--- src/rtl/jk_bank_seq.sv ---
// jk_bank_seq -- command sequencer for an external bank of JK flip-flop cells.
//
// A command (opcode + WIDTH-bit argument) is accepted in IDLE. The sequencer
// drives the J/K inputs of the bank: one cycle of CLEAR/SET/TOGGLE/LOAD, or a
// run of binary count steps. Then it pulses DONE for one cycle and returns to
// IDLE. An illegal opcode produces an ERR+DONE pulse and no J/K activity.
//
// Optional feature: define JK_BANK_SEQ_DOWN_EN to compile in op 110
// (COUNT_DOWN). Without the macro, op 110 is illegal and no down-count logic
// exists.
//
// Ports
//   CLK        rising-edge clock
//   RST_n      asynchronous active-low reset
//   CMD_VALID  command offered
//   CMD_READY  high in IDLE; the command is accepted on VALID & READY
//   CMD_OP     opcode, sampled at acceptance
//   CMD_ARG    mask / load pattern / step count, sampled at acceptance
//   Q_IN       Q outputs of the bank
//   J_OUT      J inputs of the bank (combinational)
//   K_OUT      K inputs of the bank (combinational)
//   BUSY       high in every state except IDLE
//   DONE       one-cycle completion pulse
//   ERR        one-cycle pulse, coincident with DONE, for an illegal opcode
module jk_bank_seq #(
   parameter int WIDTH = 4
) (
   input  logic             CLK,
   input  logic             RST_n,
   input  logic             CMD_VALID,
   output logic             CMD_READY,
   input  logic [2:0]       CMD_OP,
   input  logic [WIDTH-1:0] CMD_ARG,
   input  logic [WIDTH-1:0] Q_IN,
   output logic [WIDTH-1:0] J_OUT,
   output logic [WIDTH-1:0] K_OUT,
   output logic             BUSY,
   output logic             DONE,
   output logic             ERR
);

   typedef enum logic [1:0] {
      ST_IDLE  = 2'b00,
      ST_APPLY = 2'b01,
      ST_COUNT = 2'b10,
      ST_DONE  = 2'b11
   } state_t;

   localparam logic [2:0] OP_NOP    = 3'b000;
   localparam logic [2:0] OP_CLEAR  = 3'b001;
   localparam logic [2:0] OP_SET    = 3'b010;
   localparam logic [2:0] OP_TOGGLE = 3'b011;
   localparam logic [2:0] OP_LOAD   = 3'b100;
   localparam logic [2:0] OP_UP     = 3'b101;
   localparam logic [2:0] OP_DOWN   = 3'b110;
   localparam logic [2:0] OP_BAD    = 3'b111;

   localparam logic [WIDTH-1:0] ZERO_W = {WIDTH{1'b0}};
   localparam logic [WIDTH-1:0] ONE_W  = {{(WIDTH-1){1'b0}}, 1'b1};

   state_t           state_r;
   state_t           state_nxt_s;
   logic [2:0]       op_r;
   logic [WIDTH-1:0] arg_r;
   logic [WIDTH-1:0] cnt_r;
   logic [WIDTH-1:0] cnt_nxt_s;
   logic             accept_s;
   logic [WIDTH-1:0] up_vec_s;
   logic             unused_q_msb_s;

   // Opcodes that end in an ERR pulse.
   function automatic logic is_illegal(input logic [2:0] op);
`ifdef JK_BANK_SEQ_DOWN_EN
      is_illegal = (op == OP_BAD);
`else
      is_illegal = (op == OP_BAD) || (op == OP_DOWN);
`endif
   endfunction

   // Opcodes that run the step counter.
   function automatic logic is_count(input logic [2:0] op);
`ifdef JK_BANK_SEQ_DOWN_EN
      is_count = (op == OP_UP) || (op == OP_DOWN);
`else
      is_count = (op == OP_UP);
`endif
   endfunction

   // Ripple-carry toggle enables: cell i toggles when all lower cells are 1.
   assign up_vec_s[0] = 1'b1;
   for (genvar gi = 1; gi < WIDTH; gi++) begin : g_up
      assign up_vec_s[gi] = &Q_IN[gi-1:0];
   end

`ifdef JK_BANK_SEQ_DOWN_EN
   logic [WIDTH-1:0] dn_vec_s;
   // Borrow toggle enables: cell i toggles when all lower cells are 0.
   assign dn_vec_s[0] = 1'b1;
   for (genvar gd = 1; gd < WIDTH; gd++) begin : g_dn
      assign dn_vec_s[gd] = &(~Q_IN[gd-1:0]);
   end
`endif

   // The top cell never feeds a carry/borrow enable.
   assign unused_q_msb_s = Q_IN[WIDTH-1];

   assign accept_s  = CMD_VALID && (state_r == ST_IDLE);
   assign CMD_READY = (state_r == ST_IDLE);
   assign BUSY      = (state_r != ST_IDLE);
   assign DONE      = (state_r == ST_DONE);
   assign ERR       = (state_r == ST_DONE) && is_illegal(op_r);

   // State, step counter and latched command registers.
   always_ff @(posedge CLK or negedge RST_n) begin
      if (!RST_n) begin
         state_r <= ST_IDLE;
         cnt_r   <= ZERO_W;
         op_r    <= OP_NOP;
         arg_r   <= ZERO_W;
      end else begin
         state_r <= state_nxt_s;
         cnt_r   <= cnt_nxt_s;
         if (accept_s) begin
            op_r  <= CMD_OP;
            arg_r <= CMD_ARG;
         end else begin
            op_r  <= op_r;
            arg_r <= arg_r;
         end
      end
   end

   // Next-state and step-counter logic.
   always_comb begin
      state_nxt_s = state_r;
      cnt_nxt_s   = cnt_r;
      case (state_r)
         ST_IDLE: begin
            if (CMD_VALID) begin
               if (is_illegal(CMD_OP)) begin
                  state_nxt_s = ST_DONE;
               end else if (is_count(CMD_OP)) begin
                  // A zero step count completes without touching the bank.
                  if (CMD_ARG == ZERO_W) begin
                     state_nxt_s = ST_DONE;
                  end else begin
                     state_nxt_s = ST_COUNT;
                     cnt_nxt_s   = CMD_ARG;
                  end
               end else if (CMD_OP == OP_NOP) begin
                  state_nxt_s = ST_DONE;
               end else begin
                  state_nxt_s = ST_APPLY;
               end
            end else begin
               state_nxt_s = ST_IDLE;
            end
         end
         ST_APPLY: begin
            state_nxt_s = ST_DONE;
         end
         ST_COUNT: begin
            // One bank step per cycle; the cycle that reads 1 is the last.
            cnt_nxt_s = cnt_r - ONE_W;
            if (cnt_r == ONE_W) begin
               state_nxt_s = ST_DONE;
            end else begin
               state_nxt_s = ST_COUNT;
            end
         end
         ST_DONE: begin
            state_nxt_s = ST_IDLE;
         end
         default: begin
            state_nxt_s = ST_IDLE;
            cnt_nxt_s   = ZERO_W;
         end
      endcase
   end

   // J/K drive: the bank holds (J=K=0) except in APPLY and COUNT.
   always_comb begin
      J_OUT = ZERO_W;
      K_OUT = ZERO_W;
      case (state_r)
         ST_APPLY: begin
            case (op_r)
               OP_CLEAR:  begin J_OUT = ZERO_W; K_OUT = arg_r;  end
               OP_SET:    begin J_OUT = arg_r;  K_OUT = ZERO_W; end
               OP_TOGGLE: begin J_OUT = arg_r;  K_OUT = arg_r;  end
               OP_LOAD:   begin J_OUT = arg_r;  K_OUT = ~arg_r; end
               default:   begin J_OUT = ZERO_W; K_OUT = ZERO_W; end
            endcase
         end
         ST_COUNT: begin
`ifdef JK_BANK_SEQ_DOWN_EN
            if (op_r == OP_DOWN) begin
               J_OUT = dn_vec_s;
               K_OUT = dn_vec_s;
            end else begin
               J_OUT = up_vec_s;
               K_OUT = up_vec_s;
            end
`else
            J_OUT = up_vec_s;
            K_OUT = up_vec_s;
`endif
         end
         default: begin
            J_OUT = ZERO_W;
            K_OUT = ZERO_W;
         end
      endcase
   end

endmodule

--- config.mk ---
export PLATFORM = sky130hd
export DESIGN_NAME = jk_bank_seq
export DESIGN_NICKNAME = d
export VERILOG_FILES = /design/src/rtl/jk_bank_seq.sv
export SDC_FILE = /design/constraint.sdc
export NUM_CORES = 1
export LEC_CHECK = 0
export ABC_CLOCK_PERIOD_IN_PS = 2820
export CAP_MARGIN = 25
export CELL_PAD_IN_SITES_DETAIL_PLACEMENT = 1
export CELL_PAD_IN_SITES_GLOBAL_PLACEMENT = 2
export CORE_MARGIN = 2
export CORE_UTILIZATION = 30
export CTS_BUF_LIST = sky130_fd_sc_hd__clkbuf_8 sky130_fd_sc_hd__clkbuf_16
export DETAILED_ROUTE_END_ITERATION = 10
export GPL_TIMING_DRIVEN = 1
export PLACE_DENSITY_LB_ADDON = 0.05
export SLEW_MARGIN = 10
export SYNTH_ARGS = -nofsm -noshare
export SYNTH_HDL_FRONTEND = slang
export SYNTH_SLANG_ARGS = --single-unit
export TNS_END_PERCENT = 50
--- constraint.sdc ---
create_clock -name CLK -period 2.82 [get_ports CLK]
set_clock_uncertainty 0.15 [all_clocks]
set_input_delay 0.564 -clock CLK [delete_from_list [all_inputs] [get_ports CLK]]
set_output_delay 0.564 -clock CLK [all_outputs]
set_load 0.02 [all_outputs]
==> results.txt, run 1 <==
Worst reg2reg endpoint = cnt_r[3]
Clock latency on the worst-skew pair = 0.24 ns
Mapped Area = 923 sq um
Commonest non-fill, non-tap cells in the layout = 16 x clkdlybuf4s50_1, 13 x dfrtp_1, 11 x nand2_1, 9 x inv_1
Fin nets = 146
Synth Area in Simple Gates = 18.4%
Worst Setup SP = state_r[0]
Mean post-synth cell area = 9.62 sq um
CTS Buf Count = 3
Drt initial violations = 27
Asr flop ratio synth = 100%
CTS clock-pin slew for the worst setup and hold paths = 0.05 ns
Largest net degree at the start of global routing = 14
CP Depth = 5
Top_reg_cell synth = dfrtp_1
Worst Path Buf+Inv = 3
Most common cell after layout, fill and taps aside = clkdlybuf4s50_1
Synth Register Bits = 13
Final hold violations = 0
Full die area = 3540 sq um
Slowest-stage cell, CP = ha_1
Max-cap violations = 0
Post-DRT Antenna Nets = 0
Diodes inserted = 0
WS Path Type = reg2out
R2R cell count = 6
Vias in the first global route = 888
Synth Instances = 96
Die X = 59.5 microns
Crit path top cell by count = inv_1
Clock Sinks = 13
Drt total wl = 2490 microns
Max-slew violations = 0
CP peak stage delay = 0.38 ns
Drt via density = 5.29
Initial Utilization = 31.0%
Adder-cell share of the synthesized area = 8.13%
Critical Path Sink Type = output pin
Worst Max-Slew Pin Slew = 0.614 ns
Core Footprint = 2980 sq um
Total power = 1.41 mW
Final Setup Violations = 0
Max FO, Critical Path = 6
Syn_nets = 116
Post-synthesis mux area share = 11.8%
Root Buffer = clkbuf_8
Tot GR Track Use = 16.2%
Crit path max-delay family = buffers and inverters
GPL Wtd Cong = 0.776
PwrDens = 1120 nW/um^2
Worst Path Required = 2.11 ns
LEAKAGE = 0.590 nW
Hold Path Class = reg2reg
Die Y = 59.5 microns
I/O Pins = 26
CTS max path bufs = 2
Detailed-route DRC error count = 0
Distinct cells, synth = 33
Initial antenna violation count = 0
Area Overhead vs Synth = 36.6%
CTS tree = done
Post-synthesis sequential area ratio = 35.2%
CTS H-tree lvls = 1
Pre-antenna DRT Iters = 4
Worst Setup Slack, final = 0.244 ns
Critical Path Start Type = register
Rows = 20
Input/output buffers = 24
Final min period = 2.58 ns
Average routed wire per standard cell = 15.8 microns
Finished Core Util = 42.4%
EDFF count, synth = 0
Worst endpoint data arrival time = 1.86 ns
RSZ-0062 raised after global routing = false
RR Startpoint = state_r[0]
Setup_tns = 0 ns
Relative slew slack = 58.9%
DR vias = 836
First-pass GRT wire length = 4150 microns
Worst Hold Depth = 1
IR drop worst, VDD = 364 uV
Total grt overflow = 0
Final period utilization = 91.3%
Layout cells sized above 1 = 11.2%
Xor/xnor share of the synthesized area = 0.949%
Final HPWL DP = 2080 microns
Compound-cell area share of the yosys netlist = 21.8%
Combinational family with the most area after synthesis = compound AO/OA/AOI/OAI gates
Synthesis Warnings = 0
CP Cell Sequence = inv_1 > ha_1 > inv_1 > a2bb2o_1 > dlygate4sd2_1
Flop-to-flop setup slack = 1.03 ns
Setup bufs post-CTS = 0
Pre-CTS WS = 0.0240 ns
Setup crit end = J_OUT[1]
F_max = 0.388 GHz
Outcome = finished clean
[kinds of logic after synthesis]
| group | count (synthesis) |
|---|---|
| flip-flops | 13 |
| AO/OA/AOI/OAI | 27 |
| XOR/XNOR | 1 |
| adder cells (fa/ha/maj) | 6 |
| buffers and inverters | 9 |
| AND/OR/NAND/NOR | 30 |
| multiplexers | 10 |
[metrics by stage]
| stage | hold slack, ns | cells | cell area [sq um] |
|---|---|---|---|
| after global placement | 0.390 | 154 | 1220 |
| after detailed placement | 0.408 | 154 | 1220 |
| after CTS | 0.419 | 158 | 1260 |
| after floorplan | 0.118 | 96 | 923 |
| final | 0.414 | 158 | 1260 |
| after global routing | 0.443 | 158 | 1260 |
[how the worst min path moves through the flow]
stage	startpoint	endpoint	slack, ns
after detailed placement	cnt_r[1]	cnt_r[1]	0.41
after global routing	op_r[0]	op_r[0]	0.44
final	op_r[0]	op_r[0]	0.41
after floorplan	RST_n	arg_r[0]	0.12
after CTS	cnt_r[1]	cnt_r[1]	0.42
after global placement	op_r[1]	op_r[1]	0.39
[Yosys cell counts, types with 3 or more instances]
master | number | area (sq um)
o21ai_1 | 5 | 25.0
mux2_2 | 3 | 33.8
a21oi_1 | 5 | 25.0
nor2_1 | 6 | 22.5
inv_1 | 8 | 30.0
mux2_1 | 4 | 45.0
mux2i_1 | 3 | 30.0
dfrtp_1 | 13 | 325
nand2b_1 | 3 | 18.8
ha_1 | 6 | 75.1
a22o_1 | 4 | 35.0
nand2_1 | 11 | 41.3
[sequential cells by signal (all words and copies together), names as in the netlist]
name / count
cnt_r: 4
op_r: 3
arg_r: 4
state_r: 2
[area by class of cell]
cell class	count	area [sq um]
clock buffers	3	41.3
clock inverters	1	3.75
fillers	351	1720
inverters	8	30.0
multi-input cells	74	567
flip-flops and latches	13	325
well taps	33	41.3
repair buffers	26	253
[worst reg2reg max path: stages (launching register included)]
cell     delay (ns)
dfrtp_1        0.39
inv_1          0.09
ha_1           0.24
buf_4          0.22
nor3b_2        0.09
a22o_1         0.24
a221o_1        0.26
[power by group]
group          internal, mW  switching, mW
clock network        0.0961         0.0694
registers             0.282          0.101
logic                 0.399          0.467
[repair_timing]
item / CTS / global route
hold buffers: 0 / 0
resized for setup: 7 / 2
endpoints found under the setup margin: 6 / 2
[routing by layer]
metal,share of wire (%),vias up,global-route usage [%]
met1,46,402,21.3
met4,0.64,0,4.87
li1,-,412,-
met3,5.1,2,3.71
met2,48,20,26.2
met5,0,-,0
Note: power is estimated with default switching activity, not from simulation.
==> inputs of run 2 (changes only) <==
- ABC_AREA: default -> 1
- CORE_UTILIZATION: 30 -> 27
==> results.txt, run 2 <==
Outcome = finished clean
Hold slack = 0.358 ns (-0.0562 ns)
Final period utilization = 96.8% (+5.4 points)
Area Overhead vs Synth = 38.3%
Mapped Area = 963 sq um (+4.3%)
Critical Path Start Type = register
Initial Utilization = 28.4% (-2.6 points)
Drt initial violations = 20 (-26%)
Most frequent cell after synthesis = nand2_1
Switch share = 48.5% (+3.4 points)
IR drop worst, VDD = 348 uV (-4.3%)
Setup_tns = 0 ns (unchanged)
Largest net degree at the start of global routing = 14 (unchanged)
Max-cap violations = 0 (unchanged)
First-pass GRT wire length = 4750 microns (+14%)
Comb power frac = 61.8% (+0.6 points)
Top cells by area, synth = dfrtp_1 34%, nand2_1 19%, inv_1 8.6%
Critical Path Sink Type = output pin
EDFF count, synth = 0 (unchanged)
Top_reg_cell synth = dfrtp_1
Flop-to-flop setup slack = 1.00 ns (-0.03 ns)
Final Instance Area = 1330 sq um (+5.7%)
Area leader, netlist = dfrtp_1
Total power = 1.37 mW (-2.9%)
Average routed wire per standard cell = 12.3 microns (-22%)
Number of hold buffers added after CTS = 0 (unchanged)
Most frequent cells after synthesis = 49 x nand2_1, 22 x inv_1, 13 x dfrtp_1
Most common cell after layout, fill and taps aside = nand2_1
Drt via density = 4.46 (-16%)
Hold EP = cnt_r[1]
Synth Instances = 146 (+52%)
Final hold violations = 0 (unchanged)
Layout cells sized above 1 = 10.3% (-0.91 points)
CTS Buf Count = 3 (unchanged)
Final Instance Count excl. Fillers = 221 (+40%)
Full die area = 4060 sq um (+15%)
Initial antenna violation count = 0 (unchanged)
Tot GR Track Use = 15.2% (-1.0 points)
RSZ-0062 raised after global routing = true
Input/output buffers = 24 (unchanged)
Finished Core Util = 39.3% (-3.0 points)
Rows = 21 (+5.0%)
Max-slew violations = 0 (unchanged)
CTS max path bufs = 2 (unchanged)
F_max = 0.366 GHz (-5.6%)
Share of the synthesized area in the top cell type = 33.8% (-1.5 points)
Final min period = 2.73 ns (+0.154 ns)
Fin nets = 196 (+34%)
P_int = 707 uW (-8.9%)
Synthesis Warnings = 0 (unchanged)
Reg power frac = 25.8% (-1.3 points)
Die X = 63.7 microns (+7.2%)
LEAKAGE = 0.738 nW (+25%)
Placed cells = 217 (+41%)
Clock Sinks = 13 (unchanged)
Diodes inserted = 0 (unchanged)
CTS tree = done
Commonest non-fill, non-tap cells in the layout = 49 x nand2_1, 22 x inv_1, 19 x clkdlybuf4s50_1, 13 x dfrtp_1, 12 x a21oi_1
Worst Max-Slew Pin Slew = 0.622 ns (+0.00809 ns)
Final HPWL DP = 2260 microns (+8.2%)
WS Path Type = reg2out
Worst Path Required = 2.11 ns (about the same)
Post-DRT Antenna Nets = 0 (unchanged)
RR Startpoint = state_r[0]
Regs by FF count = arg_r: 4 flops, cnt_r: 4 flops, op_r: 3 flops
Vias in the first global route = 1043 (+17%)
PwrDens = 1030 nW/um^2 (-8.1%)
GPL Wtd Cong = 0.783 (+0.84%)
Core Footprint = 3390 sq um (+14%)
Root Buffer = clkbuf_8
Syn_nets = 166 (+43%)
I/O Pins = 26 (unchanged)
Switching Power = 666 uW (+4.5%)
CTS clock-pin slew for the worst setup and hold paths = 0.06 ns (about the same)
Total grt overflow = 0 (unchanged)
CTS H-tree lvls = 1 (unchanged)
Drt total wl = 2710 microns (+8.8%)
Pre-antenna DRT Iters = 4 (unchanged)
Area after DPL = 1270 sq um (+4.2%)
Mean post-synth cell area = 6.60 sq um (-31%)
Clock power frac = 12.5% (+0.8 points)
Detailed-route DRC error count = 0 (unchanged)
Asr flop ratio synth = 100% (unchanged)
Worst reg2reg endpoint = state_r[1]
Worst endpoint data arrival time = 2.02 ns (+0.16 ns)
Worst Setup Slack, final = 0.0906 ns (-0.154 ns)
Relative slew slack = 58.4% (-0.54 points)
Pre-CTS WS = -0.0255 ns (-0.0495 ns)
Max FO, Critical Path = 9 (+3)
Clock latency on the worst-skew pair = 0.25 ns (about the same)
R2R cell count = 6 (unchanged)
Final Setup Violations = 0 (unchanged)
Die Y = 63.7 microns (+7.2%)
Hold Path Class = reg2reg
Post-synthesis sequential area ratio = 33.8% (-1.5 points)
Worst Hold Depth = 2 (+1)
Synth Register Bits = 13 (unchanged)
Distinct cells, synth = 21 (-36%)
Worst Hold Launch = cnt_r[1]
DR vias = 986 (+18%)
[run 2: cell types whose count changed after synthesis, sizes merged, moves of 3 or more]
cell,delta
a22o,-4
nand2b,-3
mux2i,-3
nand3,+11
inv,+15
a21oi,+7
mux2,-7
nor2,+5
nand2,+40
[run 2: cell type report]
type | instances | area (sq um)
fill | 442 | 2060
multi-input combinational | 106 | 534
clock buffer | 3 | 41.3
inverter | 25 | 97.6
clock inverter | 1 | 5.00
sequential | 13 | 325
tap | 46 | 57.6
timing repair buffer | 27 | 272
[run 2: power by group through the flow]
| stage | combinational [mW] | clock (mW) | sequential (mW) |
|---|---|---|---|
| after global placement | 0.820 | 0 | 0.352 |
| after detailed placement | 0.845 | 0 | 0.356 |
| final | 0.848 | 0.171 | 0.354 |
| after global routing | 0.974 | 0.183 | 0.375 |
| after CTS | 0.851 | 0.177 | 0.354 |
| after floorplan | 0.562 | 0 | 0.337 |
[run 2: repair_timing]
action	CTS	global route
buffers inserted	0	0
resized for setup	2	7
pin swaps	0	0
setup endpoints to repair	2	7
[run 2: cell families (layout without fill, tap and decap cells)]
family          after synthesis  in the layout  share of synthesized area, %
buf+inv                      27             56                          11.4
simple gates                 77             77                          34.7
flops                        13             13                          33.8
compound gates               23             23                          12.3
fa+ha+maj                     6              6                          7.79
[run 2: worst max-delay path by stage]
stage	slack (ns)	from	to
after floorplan	0.74	state_r[0]	J_OUT[3]
after global placement	0.04	Q_IN[0]	K_OUT[3]
after detailed placement	-0.03	Q_IN[0]	J_OUT[3]
after CTS	0.01	Q_IN[0]	J_OUT[2]
after global routing	-0.02	state_r[0]	J_OUT[0]
final	0.09	state_r[0]	J_OUT[0]
[run 2: routing by layer]
| layer | vias up | routed length (microns) | GRT usage, % |
|---|---|---|---|
| met5 | - | 0 | 0 |
| li1 | 508 | - | - |
| met1 | 451 | 1240 | 18.0 |
| met2 | 22 | 1350 | 27.1 |
| met4 | 0 | 57 | 7.34 |
| met3 | 5 | 64 | 1.58 |
[run 2: critical path, stage by stage (launching register included)]
cell and delay, ns:
dfrtp_1 0.38, inv_1 0.08, ha_1 0.32, clkinvlp_4 0.17, a21oi_1 0.18, clkdlybuf4s50_1 0.63
